==> config.mk <==
export PLATFORM = sky130hd
export DESIGN_NAME = alu_rr_arbiter
export DESIGN_NICKNAME = d
export VERILOG_FILES = /design/src/rtl/alu_rr_arbiter.sv
export SDC_FILE = /design/constraint.sdc
export NUM_CORES = 1
export LEC_CHECK = 0
export ABC_CLOCK_PERIOD_IN_PS = 1800
export BUFFER_PORTS_ARGS = -buffer_cell sky130_fd_sc_hd__buf_2
export CORE_MARGIN = 2
export CORE_UTILIZATION = 25
export CTS_BUF_LIST = sky130_fd_sc_hd__clkbuf_4 sky130_fd_sc_hd__clkbuf_8
export CTS_CLUSTER_DIAMETER = 30
export DETAILED_ROUTE_END_ITERATION = 10
export HOLD_SLACK_MARGIN = 0.03
export PLACE_DENSITY = 0.66
export SLEW_MARGIN = 20
export SYNTH_ARGS = -nofsm -noshare
export SYNTH_HDL_FRONTEND = slang
export SYNTH_SLANG_ARGS = --single-unit
==> constraint.sdc <==
create_clock -name clk -period 1.8 [get_ports clk]
set_input_delay 0.09 -clock clk [delete_from_list [all_inputs] [get_ports clk]]
set_output_delay 0.09 -clock clk [all_outputs]
set_load 0.005 [all_outputs]
==> src/rtl/alu_rr_arbiter.sv <==
// alu_rr_arbiter: round-robin sharing of one pipelined 8-bit ALU by two requesters.
// Optional saturating grant counters are built when ALU_ARB_STATS_EN is defined.
module alu_rr_arbiter #(
    parameter int ALU_LAT = 2
`ifdef ALU_ARB_STATS_EN
    ,
    parameter int CNT_W = 16
`endif
) (
    input  logic             clk,
    input  logic             rst_n,
    input  logic             req0_valid,
    output logic             req0_ready,
    input  logic [7:0]       req0_a,
    input  logic [7:0]       req0_b,
    input  logic [1:0]       req0_op,
    input  logic             req1_valid,
    output logic             req1_ready,
    input  logic [7:0]       req1_a,
    input  logic [7:0]       req1_b,
    input  logic [1:0]       req1_op,
    output logic [7:0]       alu_a,
    output logic [7:0]       alu_b,
    output logic [1:0]       alu_c,
    input  logic [7:0]       alu_res,
    input  logic             alu_cout,
    input  logic             alu_valid,
    output logic             rsp0_valid,
    output logic             rsp1_valid,
    output logic [7:0]       rsp_data,
    output logic             rsp_cout,
    input  logic             quiesce,
    output logic             quiesced,
    output logic             busy,
`ifdef ALU_ARB_STATS_EN
    input  logic             stats_clr,
    output logic [CNT_W-1:0] grant_cnt0,
    output logic [CNT_W-1:0] grant_cnt1,
`endif
    output logic             err
);

    typedef enum logic [1:0] {
        RUN,
        DRAIN,
        QUIET
    } state_t;

    typedef struct packed {
        logic v;
        logic id;
    } tag_t;

    state_t state_q;
    state_t state_d;
    tag_t   tag_q [ALU_LAT+1];
    tag_t   head;
    logic   last_q;
    logic   err_q;
    logic   arb_en;
    logic   gnt0;
    logic   gnt1;
    logic   hs;
    logic   head_fault;

    // Round-robin grant; the requester not served last wins a tie
    always_comb begin
        gnt0 = 1'b0;
        gnt1 = 1'b0;
        if (arb_en) begin
            if (req0_valid && req1_valid) begin
                gnt0 = last_q;
                gnt1 = ~last_q;
            end else begin
                gnt0 = req0_valid;
                gnt1 = req1_valid;
            end
        end
    end

    assign req0_ready = gnt0;
    assign req1_ready = gnt1;
    assign hs         = gnt0 | gnt1;

    // Register the granted operation onto the ALU; bubbles drive zeros
    always_ff @(posedge clk or negedge rst_n) begin
        if (!rst_n) begin
            alu_a  <= '0;
            alu_b  <= '0;
            alu_c  <= '0;
            last_q <= 1'b1;
        end else if (gnt0) begin
            alu_a  <= req0_a;
            alu_b  <= req0_b;
            alu_c  <= req0_op;
            last_q <= 1'b0;
        end else if (gnt1) begin
            alu_a  <= req1_a;
            alu_b  <= req1_b;
            alu_c  <= req1_op;
            last_q <= 1'b1;
        end else begin
            alu_a  <= '0;
            alu_b  <= '0;
            alu_c  <= '0;
        end
    end

    // Tag shift register mirrors the ALU pipeline plus the operand register
    always_ff @(posedge clk or negedge rst_n) begin
        if (!rst_n) begin
            for (int i = 0; i <= ALU_LAT; i++) begin
                tag_q[i] <= '0;
            end
        end else begin
            tag_q[0].v  <= hs;
            tag_q[0].id <= gnt1;
            for (int i = 0; i < ALU_LAT; i++) begin
                tag_q[i+1] <= tag_q[i];
            end
        end
    end

    // Any live tag means work is still in flight
    always_comb begin
        busy = 1'b0;
        for (int i = 0; i <= ALU_LAT; i++) begin
            busy = busy | tag_q[i].v;
        end
    end

    assign head       = tag_q[ALU_LAT];
    assign head_fault = head.v & ~alu_valid;
    assign rsp0_valid = head.v & alu_valid & ~head.id;
    assign rsp1_valid = head.v & alu_valid & head.id;
    assign rsp_data   = alu_res;
    assign rsp_cout   = alu_cout;

    // Sticky record of a result slot the ALU failed to fill
    always_ff @(posedge clk or negedge rst_n) begin
        if (!rst_n) begin
            err_q <= 1'b0;
        end else if (head_fault) begin
            err_q <= 1'b1;
        end
    end

    assign err = err_q | head_fault;

    // Quiesce state register
    always_ff @(posedge clk or negedge rst_n) begin
        if (!rst_n) begin
            state_q <= RUN;
        end else begin
            state_q <= state_d;
        end
    end

    // Quiesce next state; issue stops the cycle quiesce is seen
    always_comb begin
        state_d  = state_q;
        arb_en   = 1'b0;
        quiesced = 1'b0;
        unique case (state_q)
            RUN: begin
                arb_en = ~quiesce;
                if (quiesce) begin
                    state_d = DRAIN;
                end
            end
            DRAIN: begin
                if (!quiesce) begin
                    state_d = RUN;
                end else if (!busy) begin
                    state_d = QUIET;
                end
            end
            QUIET: begin
                quiesced = 1'b1;
                if (!quiesce) begin
                    state_d = RUN;
                end
            end
            default: state_d = RUN;
        endcase
    end

`ifdef ALU_ARB_STATS_EN
    // Saturating grant counters; a clear overrides a same-cycle grant
    always_ff @(posedge clk or negedge rst_n) begin
        if (!rst_n) begin
            grant_cnt0 <= '0;
            grant_cnt1 <= '0;
        end else if (stats_clr) begin
            grant_cnt0 <= '0;
            grant_cnt1 <= '0;
        end else begin
            if (gnt0 && (grant_cnt0 != '1)) begin
                grant_cnt0 <= grant_cnt0 + CNT_W'(1);
            end
            if (gnt1 && (grant_cnt1 != '1)) begin
                grant_cnt1 <= grant_cnt1 + CNT_W'(1);
            end
        end
    end
`endif

endmodule

* Yosys cells after proc, flatten, opt, wreduce, memory -nomap -nowiden
Cells that the tools add are included.
** Storage, ports and cells
- Output and inout port bits :: 34
- Input bits :: 51
- Logic and storage cells :: 52
- Register bits after elaboration :: 28
** Cells by class
- Reductions and logical operators :: 4
- Muxes and demuxes :: 19
- Eq/ne operators :: 5
- Bitwise logic cells :: 12
** Operators with widths (number)
- 8-bit 2-to-1 mux :: 4
- 2-bit 2-to-1 mux :: 6
- 1-bit 2-to-1 mux :: 8
- 2-bit case mux with 3 select lines :: 1
- 1-bit bitwise AND :: 4
- 2-bit != test, second input constant :: 2
- 1-bit inverter :: 4
- 1-bit bitwise OR :: 4
- 3-bit != test, second input constant :: 1
- 3-bit AND reduction :: 1
- 2-bit by 1-bit == test with 1-bit output, second input constant :: 1
- 2-bit == test, second input constant :: 1
- 2-bit logical NOT :: 1
- 2-bit nonzero test :: 1
- 1-bit logical AND :: 1

* Longest topological paths before layout
- Word-level depth :: 5
- Depth in mapped cells :: 4
- Mapped depth without buffers :: 3

* Least setup slack after synthesis
Ideal clock, no wire load.
- Path type :: reg2reg
- Start point :: register last_q
- End point :: register alu_a[6]
- Setup time :: 0.121 ns
- Setup slack :: 0.597 ns
- Data arrival time :: 1.082 ns
- Required time :: 1.679 ns
- Path buffers :: 1
- Clock period less this slack :: 1.203 ns
- Stages on the path, launching flop included :: 5
- Cells stage by stage :: dfstp_2 nand2_1 and3_4 buf_6 a22o_1
** On the way
- Word-level cells in the longest chain between the ends :: 5
- Elaborated cells between the ends (all ways) :: 7
- Classes of those cells :: 6 x mux; 1 x bitwise
** RTL lines
- start: declaration :: RTL line 58 : logic last_q;
- start signal: assignment :: RTL line 91 : last_q <= 1'b1;
- start signal: assignment :: RTL line 96 : last_q <= 1'b0;
- start signal: assignment :: RTL line 101 : last_q <= 1'b1;
- 1-bit inverter :: RTL line 73 : gnt1 = ~last_q;
- 1-bit 2-to-1 mux :: RTL line 71 : if (req0_valid && req1_valid) begin
- 1-bit 2-to-1 mux :: RTL line 70 : if (arb_en) begin
- net req1_ready :: RTL line 18 : output logic req1_ready,
- 8-bit 2-to-1 mux :: RTL line 97 : end else if (gnt1) begin
- 8-bit 2-to-1 mux :: RTL line 92 : end else if (gnt0) begin
- end signal: assignment :: RTL line 93 : alu_a <= req0_a;
- end signal: assignment :: RTL line 98 : alu_a <= req1_a;
- end: declaration :: RTL line 22 : output logic [7:0] alu_a,
The timed path passes the listed nets, and every way through them passes these cells.
A chain may end at the register's enable or synchronous reset.

* Worst setup path after layout
- Start point :: register state_q[1]
- End point :: output req0_ready
** On the way
- Word-level cells in the longest chain between the ends :: 3
** RTL lines
- start: declaration :: RTL line 54 : state_t state_q;
- start signal: assignment :: RTL line 155 : state_q <= state_d;
- 2-bit logical NOT :: RTL line 164 : unique case (state_q)
- 1-bit 2-to-1 mux :: RTL line 164
- 1-bit 2-to-1 mux :: RTL line 70
- end: declaration :: RTL line 13 : output logic req0_ready,
Every way passes these cells.

==> impl_metrics.toml <==
[critical_path]
regToRegStartpoint = "state_q[1]"
end_kind = "output pin"
crit_type = "reg2out"
startpoint_type = "register"
reg2reg_depth = 3
path_cells = "nor3_4 -> and3_2 -> buf_2"
path_buf_inv = 1
r2r_setup_slack_ns = 0.44
cp.arrival_ns = 1.56
crit_required_ns = 1.71
worstReg2RegEnd = "alu_c[0]"
path_delay_family = "simple AND/OR/NAND/NOR gates"
crit_slowest_cell = "and3_2"
endpoint = "req0_ready"
worstSetupPathDepth = 3
critPathLaunch = "state_q[1]"
critPathMaxFanout = 20
slowest_delay_ns = 0.45

[detailed_routing]
route.vias.total = 835
wl_per_cell_um = 11.5
antenna_left = 0
totalWireLength_um = 2270
drtIter0Drc = 40
dr.pass1.iters = 4
drt-vias-per-instance = 4.24
drc_errors = 0

[finish]
area_growth_pct = 37.7
final_common_cell = "buf_2"
layout_common_cells = "66 x buf_2, 27 x dfrtp_1, 19 x a22o_1, 8 x dlygate4sd3_1, 4 x clkbuf_8"
fin_nets = 197
final_util_pct = 35.3
nFillCells = 437
final_cells = 197
drive_gt1_share_pct = 51.0
diodes = 0

[power_and_ir_drop]
finalPower_w = 0.00148
power_density_mw_per_mm2 = 969
irDropWorstVdd_uv = 315
leakage_nw = 0.852

[cts]
cts_setup_buffers = 0
ctsResizeCount = 0
path_clk_slew_ns = 0.09
cts_root_buf = "clkbuf_8"
cts_tree = "built"
clock_latency_ns = 0.27
cts_hold_buf = 8
numCtsBuffers = 3
clockBufferDepth = 2
clock_sinks = 28
htreeDepth = 1

[floorplan]
core_area_mm2 = 0.00432
fp.dieH_um = 70.6
std_cell_rows = 24
dieArea_mm2 = 0.00499
die_x_um = 70.6
initial_utilization_pct = 25.7
io_pins = 85

[sta]
fin_crit_sh_pct = 91.6
min_period_ns = 1.65
fmax_mhz = 607
slew_viol_final = 0
finalClockSkew_ns = 0.00590
hold_viol = 0
fin_ws_ns = 0.152
worst_slew_margin_rel_pct = 59.6
rsz0062_at_grt = "false"
tns_ns = 0
tightest_slew_ns = 0.606
setup_viol = 0

[worst_hold_path]
holdCritStartpoint = "req0_b[5]"
hold_path_class = "in2reg"

[grt]
grt_max_degree = 29
antenna_found_initial = 0
grtUsageTotal_pct = 9.46
grt_pass1_vias = 824
grt_remaining_overflow = 0
grt_first_pass_wirelength_um = 3700

[yosys]
yosysWarnings = 0
syn_avg_cell_area_um2 = 13.9
synth.distinct_cells = 20
synth_nets = 131
syn_inst = 80
synthesis.area_mm2 = 0.00111
ys_ff_latch = 28
yosysSeqAreaShare_pct = 63.2

[outcome]
status = "finished clean"

[job]
cap_violations = 0

[placement]
port_buffers = 66
dp.cells = 185
pre_cts_slack_ns = 0.441
place.gp.congestion = 0.705
[worst min path at each step]
stage / to / cells after the start
4_1_cts: alu_b[6] / 2
6_report: alu_b[5] / 2
3_5_place_dp: err_q / 1
2_1_floorplan: alu_a[0] / 0
5_1_grt: alu_b[0] / 2
3_3_place_gp: err_q / 1
[cells by family after synthesis]
family                 after synthesis  synth area share, %
flip-flops                          28                 63.2
AND/OR/NAND/NOR                     14                 8.57
AO/OA/AOI/OAI                       23                 17.4
buffers and inverters               15                 10.8
[synthesized netlist by cell type]
| library cell | n | area [µm²] |
|---|---|---|
| a21o_1 | 2 | 15.0 |
| a21oi_1 | 1 | 5.00 |
| a22o_1 | 19 | 166 |
| a31oi_1 | 1 | 6.26 |
| and2b_1 | 1 | 7.51 |
| and3_1 | 1 | 6.26 |
| and3_2 | 1 | 7.51 |
| and3_4 | 1 | 11.3 |
| buf_4 | 9 | 67.6 |
| buf_6 | 4 | 45.0 |
| dfrtp_1 | 27 | 676 |
| dfstp_2 | 1 | 26.3 |
| inv_1 | 2 | 7.51 |
| nand2_1 | 2 | 7.51 |
| nand2b_1 | 1 | 6.26 |
| nor2_1 | 2 | 7.51 |
| nor2b_1 | 2 | 12.5 |
| nor3_4 | 1 | 16.3 |
| or2_1 | 1 | 6.26 |
| or3_1 | 1 | 6.26 |
[where the power goes]
part           leakage, nW  total (W)  internal, W  switching [W]
Sequential           0.369   0.000782     0.000736      0.0000470
Clock               0.0288   0.000374     0.000195       0.000179
Combinational        0.455   0.000323     0.000179       0.000144
[sequential cells by signal, indices dropped and copies added, names as in the netlist]
| register | flops |
|---|---|
| tag_q | 4 |
| alu_b | 8 |
| last_q | 1 |
| state_q | 2 |
| alu_c | 2 |
| head | 2 |
| err_q | 1 |
| alu_a | 8 |
[cell type report]
type / instances / area [µm²] / area share [%]
inverters: 2 / 7.51 / 0.491
clock buffers: 4 / 55.1 / 3.60
multi-input cells: 37 / 288 / 18.8
repair buffers: 74 / 410 / 26.9
flip-flops and latches: 28 / 702 / 45.9
well taps: 52 / 65.1 / 4.26
[stage by stage]
step | cell area (µm²) | hold slack, ns
final | 1530 | 0.0381
after global placement | 1390 | 0.129
after CTS | 1530 | 0.0314
after floorplan | 1110 | -0.206
after global routing | 1530 | 0.0306
after detailed placement | 1390 | 0.143
[per-layer routing]
layer	global-route usage [%]	routed length [µm]
met5	0	0
met4	4.61	34
met3	3.13	217
met2	15.7	1110
met1	11.0	909
Power figures use the tool's default switching activity.
